File: src/rtl/id_issue_stage.sv
// ID/EX issue stage: resolves operands through priority forwarding, registers the
// decoded instruction for EX, and interlocks load-use hazards with a countdown.
module id_issue_stage #(
  parameter int DATA_W   = 16,
  parameter int RADDR_W  = 4,
  parameter int CTRL_W   = 8,
  parameter int NUM_FWD  = 2,
  parameter int LOAD_LAT = 1
) (
  input  logic                        clk,
  input  logic                        rst,
  input  logic                        dec_valid,
  input  logic [CTRL_W-1:0]           dec_ctrl,
  input  logic                        dec_re0,
  input  logic                        dec_re1,
  input  logic [RADDR_W-1:0]          dec_raddr0,
  input  logic [RADDR_W-1:0]          dec_raddr1,
  input  logic [DATA_W-1:0]           dec_rdata0,
  input  logic [DATA_W-1:0]           dec_rdata1,
  input  logic [DATA_W-1:0]           dec_opnd0,
  input  logic [DATA_W-1:0]           dec_opnd1,
  input  logic                        dec_we,
  input  logic [RADDR_W-1:0]          dec_waddr,
  input  logic                        dec_is_load,
  input  logic [NUM_FWD-1:0]          fwd_we,
  input  logic [NUM_FWD*RADDR_W-1:0]  fwd_waddr,
  input  logic [NUM_FWD*DATA_W-1:0]   fwd_wdata,
  input  logic                        ex_ready,
  input  logic                        flush,
  output logic                        dec_ready,
  output logic                        stall_req,
  output logic                        ex_valid,
  output logic [CTRL_W-1:0]           ex_ctrl,
  output logic [DATA_W-1:0]           ex_opnd0,
  output logic [DATA_W-1:0]           ex_opnd1,
  output logic                        ex_we,
  output logic [RADDR_W-1:0]          ex_waddr,
  output logic                        ex_is_load
);

  localparam int CNT_W = (LOAD_LAT < 2) ? 1 : $clog2(LOAD_LAT + 1);

  logic [RADDR_W-1:0] ld_addr;
  logic [CNT_W-1:0]   ld_cnt;
  logic [DATA_W-1:0]  opnd0;
  logic [DATA_W-1:0]  opnd1;
  logic               hazard;
  logic               issue;

  // Scanning from oldest to youngest lets the youngest matching source win.
  function automatic logic [DATA_W-1:0] resolve(
    input logic                       re,
    input logic [RADDR_W-1:0]         raddr,
    input logic [DATA_W-1:0]          rdata,
    input logic [DATA_W-1:0]          opnd,
    input logic [NUM_FWD-1:0]         f_we,
    input logic [NUM_FWD*RADDR_W-1:0] f_waddr,
    input logic [NUM_FWD*DATA_W-1:0]  f_wdata
  );
    logic [DATA_W-1:0] val;
    val = rdata;
    for (int i = NUM_FWD - 1; i >= 0; i--) begin
      if (f_we[i] && (f_waddr[i*RADDR_W +: RADDR_W] == raddr)) begin
        val = f_wdata[i*DATA_W +: DATA_W];
      end
    end
    return re ? val : opnd;
  endfunction

  assign opnd0 = resolve(dec_re0, dec_raddr0, dec_rdata0, dec_opnd0,
                         fwd_we, fwd_waddr, fwd_wdata);
  assign opnd1 = resolve(dec_re1, dec_raddr1, dec_rdata1, dec_opnd1,
                         fwd_we, fwd_waddr, fwd_wdata);

  always_comb begin
    // NOTE: every output of this block gets a default first so no path leaves it unassigned (no latch).
    hazard = 1'b0;
    if (dec_valid && (ld_cnt != '0)) begin
      hazard = (dec_re0 && (dec_raddr0 == ld_addr)) ||
               (dec_re1 && (dec_raddr1 == ld_addr));
    end
  end

  assign stall_req = hazard;
  assign dec_ready = (ex_ready && !hazard) || flush;
  assign issue     = !flush && ex_ready && dec_valid && !hazard;

  always_ff @(posedge clk or negedge rst) begin
    // NOTE: sequential state uses non-blocking assignments so all registers update from pre-edge values.
    if (!rst) begin
      ex_valid   <= 1'b0;
      ex_ctrl    <= '0;
      ex_opnd0   <= '0;
      ex_opnd1   <= '0;
      ex_we      <= 1'b0;
      ex_waddr   <= '0;
      ex_is_load <= 1'b0;
    end else if (flush || (ex_ready && !issue)) begin
      ex_valid   <= 1'b0;
      ex_ctrl    <= '0;
      ex_opnd0   <= '0;
      ex_opnd1   <= '0;
      ex_we      <= 1'b0;
      ex_waddr   <= '0;
      ex_is_load <= 1'b0;
    end else if (issue) begin
      ex_valid   <= 1'b1;
      ex_ctrl    <= dec_ctrl;
      ex_opnd0   <= opnd0;
      ex_opnd1   <= opnd1;
      ex_we      <= dec_we;
      ex_waddr   <= dec_waddr;
      ex_is_load <= dec_is_load;
    end
  end

  // The countdown tracks the load now in EX; flush only discards decode, so it keeps counting.
  always_ff @(posedge clk or negedge rst) begin
    if (!rst) begin
      ld_cnt  <= '0;
      ld_addr <= '0;
    end else if (issue && dec_is_load && dec_we) begin
      ld_cnt  <= CNT_W'(LOAD_LAT);
      ld_addr <= dec_waddr;
    end else if (ex_ready && (ld_cnt != '0)) begin
      ld_cnt  <= ld_cnt - CNT_W'(1);
    end
  end

endmodule
File: config.mk
export PLATFORM = sky130hd
export DESIGN_NAME = id_issue_stage
export DESIGN_NICKNAME = d
export VERILOG_FILES = /design/src/rtl/id_issue_stage.sv
export SDC_FILE = /design/constraint.sdc
export NUM_CORES = 1
export LEC_CHECK = 0
export ABC_CLOCK_PERIOD_IN_PS = 1750
export CORE_MARGIN = 8
export CORE_UTILIZATION = 36
export CTS_CLUSTER_DIAMETER = 40
export DETAILED_ROUTE_END_ITERATION = 12
export PLACE_DENSITY = 0.82
export SLEW_MARGIN = 20
export SYNTH_ARGS = -nofsm -noshare
export SYNTH_HDL_FRONTEND = slang
export SYNTH_SLANG_ARGS = --single-unit
File: constraint.sdc
create_clock -name clk -period 1.75 [get_ports clk]
set_input_delay 0.2625 -clock clk [delete_from_list [all_inputs] [get_ports clk]]
set_output_delay 0.2625 -clock clk [all_outputs]
set_load 0.05 [all_outputs]
==> qor.log <==
qor: logic_synthesis.synth.net_count 492
qor: sta.timing.setup.tns -16070 ps
qor: die.die-area 13100 µm²
qor: setup_path.critical_path.reg2reg.endpoint ld_addr[1]
qor: logic_synthesis.post_synth_inst_count 357
qor: global_route.grt_first_pass_wirelength 22100 µm
qor: pwr.comb_power_share 36.3%
qor: die.fp.coreArea 9590 µm²
qor: global_route.grtUsageTotal 21.5%
qor: setup_path.cpPeakStageDelay 480 ps
qor: pwr.p_leak 2.72 nW
qor: detailed_routing.dr.pass1.iters 5
qor: outcome.outcome finished, violations left
qor: sta.hold-worst-slack 482 ps
qor: logic_synthesis.synth_enable_flop_cells 0
qor: min_path.min-delay-path-class in -> async
qor: job.max-cap-violations 0
qor: sta.rsz0062_at_grt true
qor: logic_synthesis.yosys_most_used_dff sky130_fd_sc_hd__dfrtp_1
qor: cells_and_area.layout-drive-gt1-share 25.4%
qor: setup_path.worstPathCellList xnor2_2 > nand3_1 > nor4_4 > buf_4 > o21ai_2 > a21o_2 > buf_6
qor: outcome.failed_checks negative setup slack
qor: global_route.grt_remaining_overflow 0
qor: setup_path.cp-end-kind output port
qor: cells_and_area.post_route_standard_cell_area_excluding_fillers 6040 µm²
qor: placed_design.placedInstanceArea 5610 µm²
qor: pwr.power.net_switching 1.11 mW
qor: sta.final_worst_path_period_need 2280 ps
qor: detailed_routing.wirelength_routed 14800 µm
qor: logic_synthesis.synth-seq-cells 52
qor: setup_path.path_delay_family simple AND/OR/NAND/NOR gates
qor: placed_design.dp_worst_setup_slack -817 ps
qor: sta.worst_clock_skew 3.82 ps
qor: clock_network.cts-htree-levels 2
qor: placed_design.post-dp-hpwl 11300 µm
qor: pwr.power.switching_fraction 32.1%
qor: sta.max_slew.worst_pin.slew 1050 ps
qor: pwr.internal_power 2.36 mW
qor: setup_path.register_to_register_path_setup_slack -490 ps
qor: clock_network.insertion_delay 310 ps
qor: pwr.ir_worst_vdd 0.340 mV
qor: logic_synthesis.yosysWarningCount 0
qor: detailed_routing.wl_per_cell 20.7 µm
qor: sta.final_max_slew_viol_count 0
qor: pwr.power.total 3.47 mW
qor: global_route.first_global_vias 4098
qor: logic_synthesis.average_instance_area_after_synthesis 9.82 µm²
qor: sta.max-slew-margin-rel 30.0%
qor: logic_synthesis.synth_sequential_area_ratio 37.1%
qor: cells_and_area.fin_nets 712
qor: clock_network.cts_made_buffers 5
qor: die.floorplan.initialDensity 36.5%
qor: placed_design.io_buffers 183
qor: clock_network.clk_pin_slew_worst_paths 100 ps
qor: cells_and_area.area_delta_synth_final 72.4%
qor: clock_network.max-clock-path-buffers 2
qor: logic_synthesis.mappedNetlistArea 3500 µm²
qor: setup_path.path_buf_inv 2
qor: die.io-pin-count 184
qor: cells_and_area.fillers 796
qor: setup_path.critPathKind reg -> out
qor: die.chipWidth 115 µm
qor: sta.final.setup.worst_slack -526 ps
qor: cells_and_area.finish.cell_count_without_fillers 712
qor: setup_path.crit_slowest_cell sky130_fd_sc_hd__dfrtp_2
qor: pwr.clock_power_share 25.2%
qor: setup_path.setup.worst_path.start_class flop
qor: detailed_routing.vias_per_cell 5.54
qor: pwr.cellPowerDensity 575 nW/µm²
qor: cells_and_area.final_core_util 63.0%
qor: sta.layout_worst_path_cycle_share 130%
qor: clock_network.cts_tree done
qor: clock_network.cts.root.buffer_cell sky130_fd_sc_hd__clkbuf_8
qor: logic_synthesis.ys_async_sr_fraction 100%
qor: detailed_routing.dr_total_vias 3945
qor: die.die_height 115 µm
qor: sta.achievable-frequency 439 MHz
qor: clock_network.cts.sink_count 52
qor: pwr.power_frac_seq 38.5%
qor: setup_path.r2r_cells 11
qor: sta.finalHoldViolCount 0
qor: global_route.initial_antenna_violation_count 1
qor: die.fp-row-count 36
qor: setup_path.worstPathRequired 1490 ps
qor: setup_path.path_max_fanout 4
qor: placed_design.numPlacedInstances 682
qor: sta.finalSetupViolations 54
qor: placed_design.place.gp.congestion 0.867
qor: setup_path.worst_ep_arrival_time 2010 ps
qor: detailed_routing.drt_iter0_drc 228
qor: setup_path.regToRegStartpoint ld_addr[0]
qor: global_route.grt_start_max_net_pins 53
qor: detailed_routing.drtAntennaViolNets 0
qor: detailed_routing.drc 0
qor: logic_synthesis.synth_cell_type_count 45
cells in the mapped netlist (all sizes together), types with 4 or more instances:
| cell | instances | share of area, % |
|---|---|---|
| dfrtp | 52 | 37 |
| a41o | 16 | 4.6 |
| a31oi | 15 | 2.7 |
| nor3 | 17 | 2.4 |
| nand2 | 17 | 1.8 |
| mux2 | 4 | 1.3 |
| xnor2 | 13 | 3.2 |
| nand3 | 4 | 0.57 |
| clkbuf | 23 | 2.5 |
| o21ai | 19 | 2.7 |
| and2 | 18 | 3.2 |
| nor3b | 14 | 3.0 |
| buf | 12 | 2.5 |
| nand3b | 16 | 3.4 |
| or3 | 14 | 2.5 |
| a32o | 14 | 4.0 |
| xor2 | 8 | 2.0 |
| a221o | 16 | 4.6 |
| a22o | 17 | 4.2 |
| a211o | 14 | 3.5 |
| inv | 8 | 0.86 |
tightest hold or removal path, cell delays in order:
cell                            delay, ps
sky130_fd_sc_hd__dlygate4sd3_1        540
sky130_fd_sc_hd__buf_2                130
sky130_fd_sc_hd__buf_12               260
metal layers:
| metal | vias up | GRT usage (%) | routed length [µm] |
|---|---|---|---|
| met4 | 0 | 9.58 | 565 |
| met3 | 41 | 5.22 | 1250 |
| met5 | - | 0 | 0 |
| met1 | 1862 | 25.6 | 5640 |
| met2 | 208 | 35.8 | 7300 |
| li1 | 1834 | - | - |
how the worst max path moves through the flow:
stage / startpoint / endpoint / slack [ps] / cells after the start
finish: ld_addr[2] / dec_ready / -530 / 7
global route: ld_addr[1] / dec_ready / -650 / 7
floorplan: ld_addr[1] / ex_opnd0[10] / -80 / 7
global placement: dec_re0 / ex_ctrl[2] / -690 / 6
CTS: ld_addr[1] / dec_ready / -500 / 7
detailed placement: dec_re0 / ex_waddr[0] / -820 / 6
layout by cell type, fill, tap and decap left out, types with 7 or more instances in the layout:
cell	n
sky130_fd_sc_hd__nand3b_1	16
sky130_fd_sc_hd__a221o_1	16
sky130_fd_sc_hd__xnor2_1	11
sky130_fd_sc_hd__a41o_1	16
sky130_fd_sc_hd__nor3b_1	14
sky130_fd_sc_hd__nand2_1	17
sky130_fd_sc_hd__o21ai_0	18
sky130_fd_sc_hd__a22o_1	17
sky130_fd_sc_hd__inv_1	7
sky130_fd_sc_hd__nor3_1	16
sky130_fd_sc_hd__clkdlybuf4s50_1	130
sky130_fd_sc_hd__dfrtp_1	51
sky130_fd_sc_hd__and2_1	17
sky130_fd_sc_hd__a31oi_1	15
sky130_fd_sc_hd__a211o_1	14
sky130_fd_sc_hd__buf_4	94
sky130_fd_sc_hd__or3_1	14
sky130_fd_sc_hd__a32o_1	14
sky130_fd_sc_hd__buf_6	9
flip-flops by register name, indices dropped and copies added, names as in the netlist:
signal / cells
ex_opnd1: 16
ld_cnt: 1
ex_ctrl: 8
ex_valid: 1
ex_we: 1
ld_addr: 4
ex_is_load: 1
ex_opnd0: 16
ex_waddr: 4
kinds of logic after synthesis:
family	count (synthesis)	synth area share (%)
flops	52	37.1
compound gates	121	28.8
xor+xnor	21	5.25
buf+inv	44	5.89
simple gates	115	21.7
mux	4	1.29
repair_timing:
item	CTS	global route
setup buffers	11	6
resized for setup	18	12
endpoints found under the setup margin	54	54
hold endpoints to repair	52	0
gates cloned	1	3
hold buffers	1	0
pin swaps	20	18
final cells by class:
type	instances	area, µm²	area share (%)
Clock buffer	5	68.8	1.14
Sequential cell	52	1300	21.6
Inverter	9	33.8	0.559
Tap cell	133	166	2.75
Antenna cell	1	2.50	0.0414
Clock inverter	3	46.3	0.766
Timing Repair Buffer	245	2290	38.0
Multi-Input combinational cell	264	2130	35.2
power groups by stage:
stage          clock, mW  sequential [mW]  combinational, mW
6_report           0.874             1.34               1.26
5_1_grt            0.943             1.35               1.34
4_1_cts            0.883             1.34               1.23
3_5_place_dp           0             1.36               1.17
3_3_place_gp           0             1.35               1.16
2_1_floorplan          0             1.51              0.389
Power figures use the tool's default switching activity.
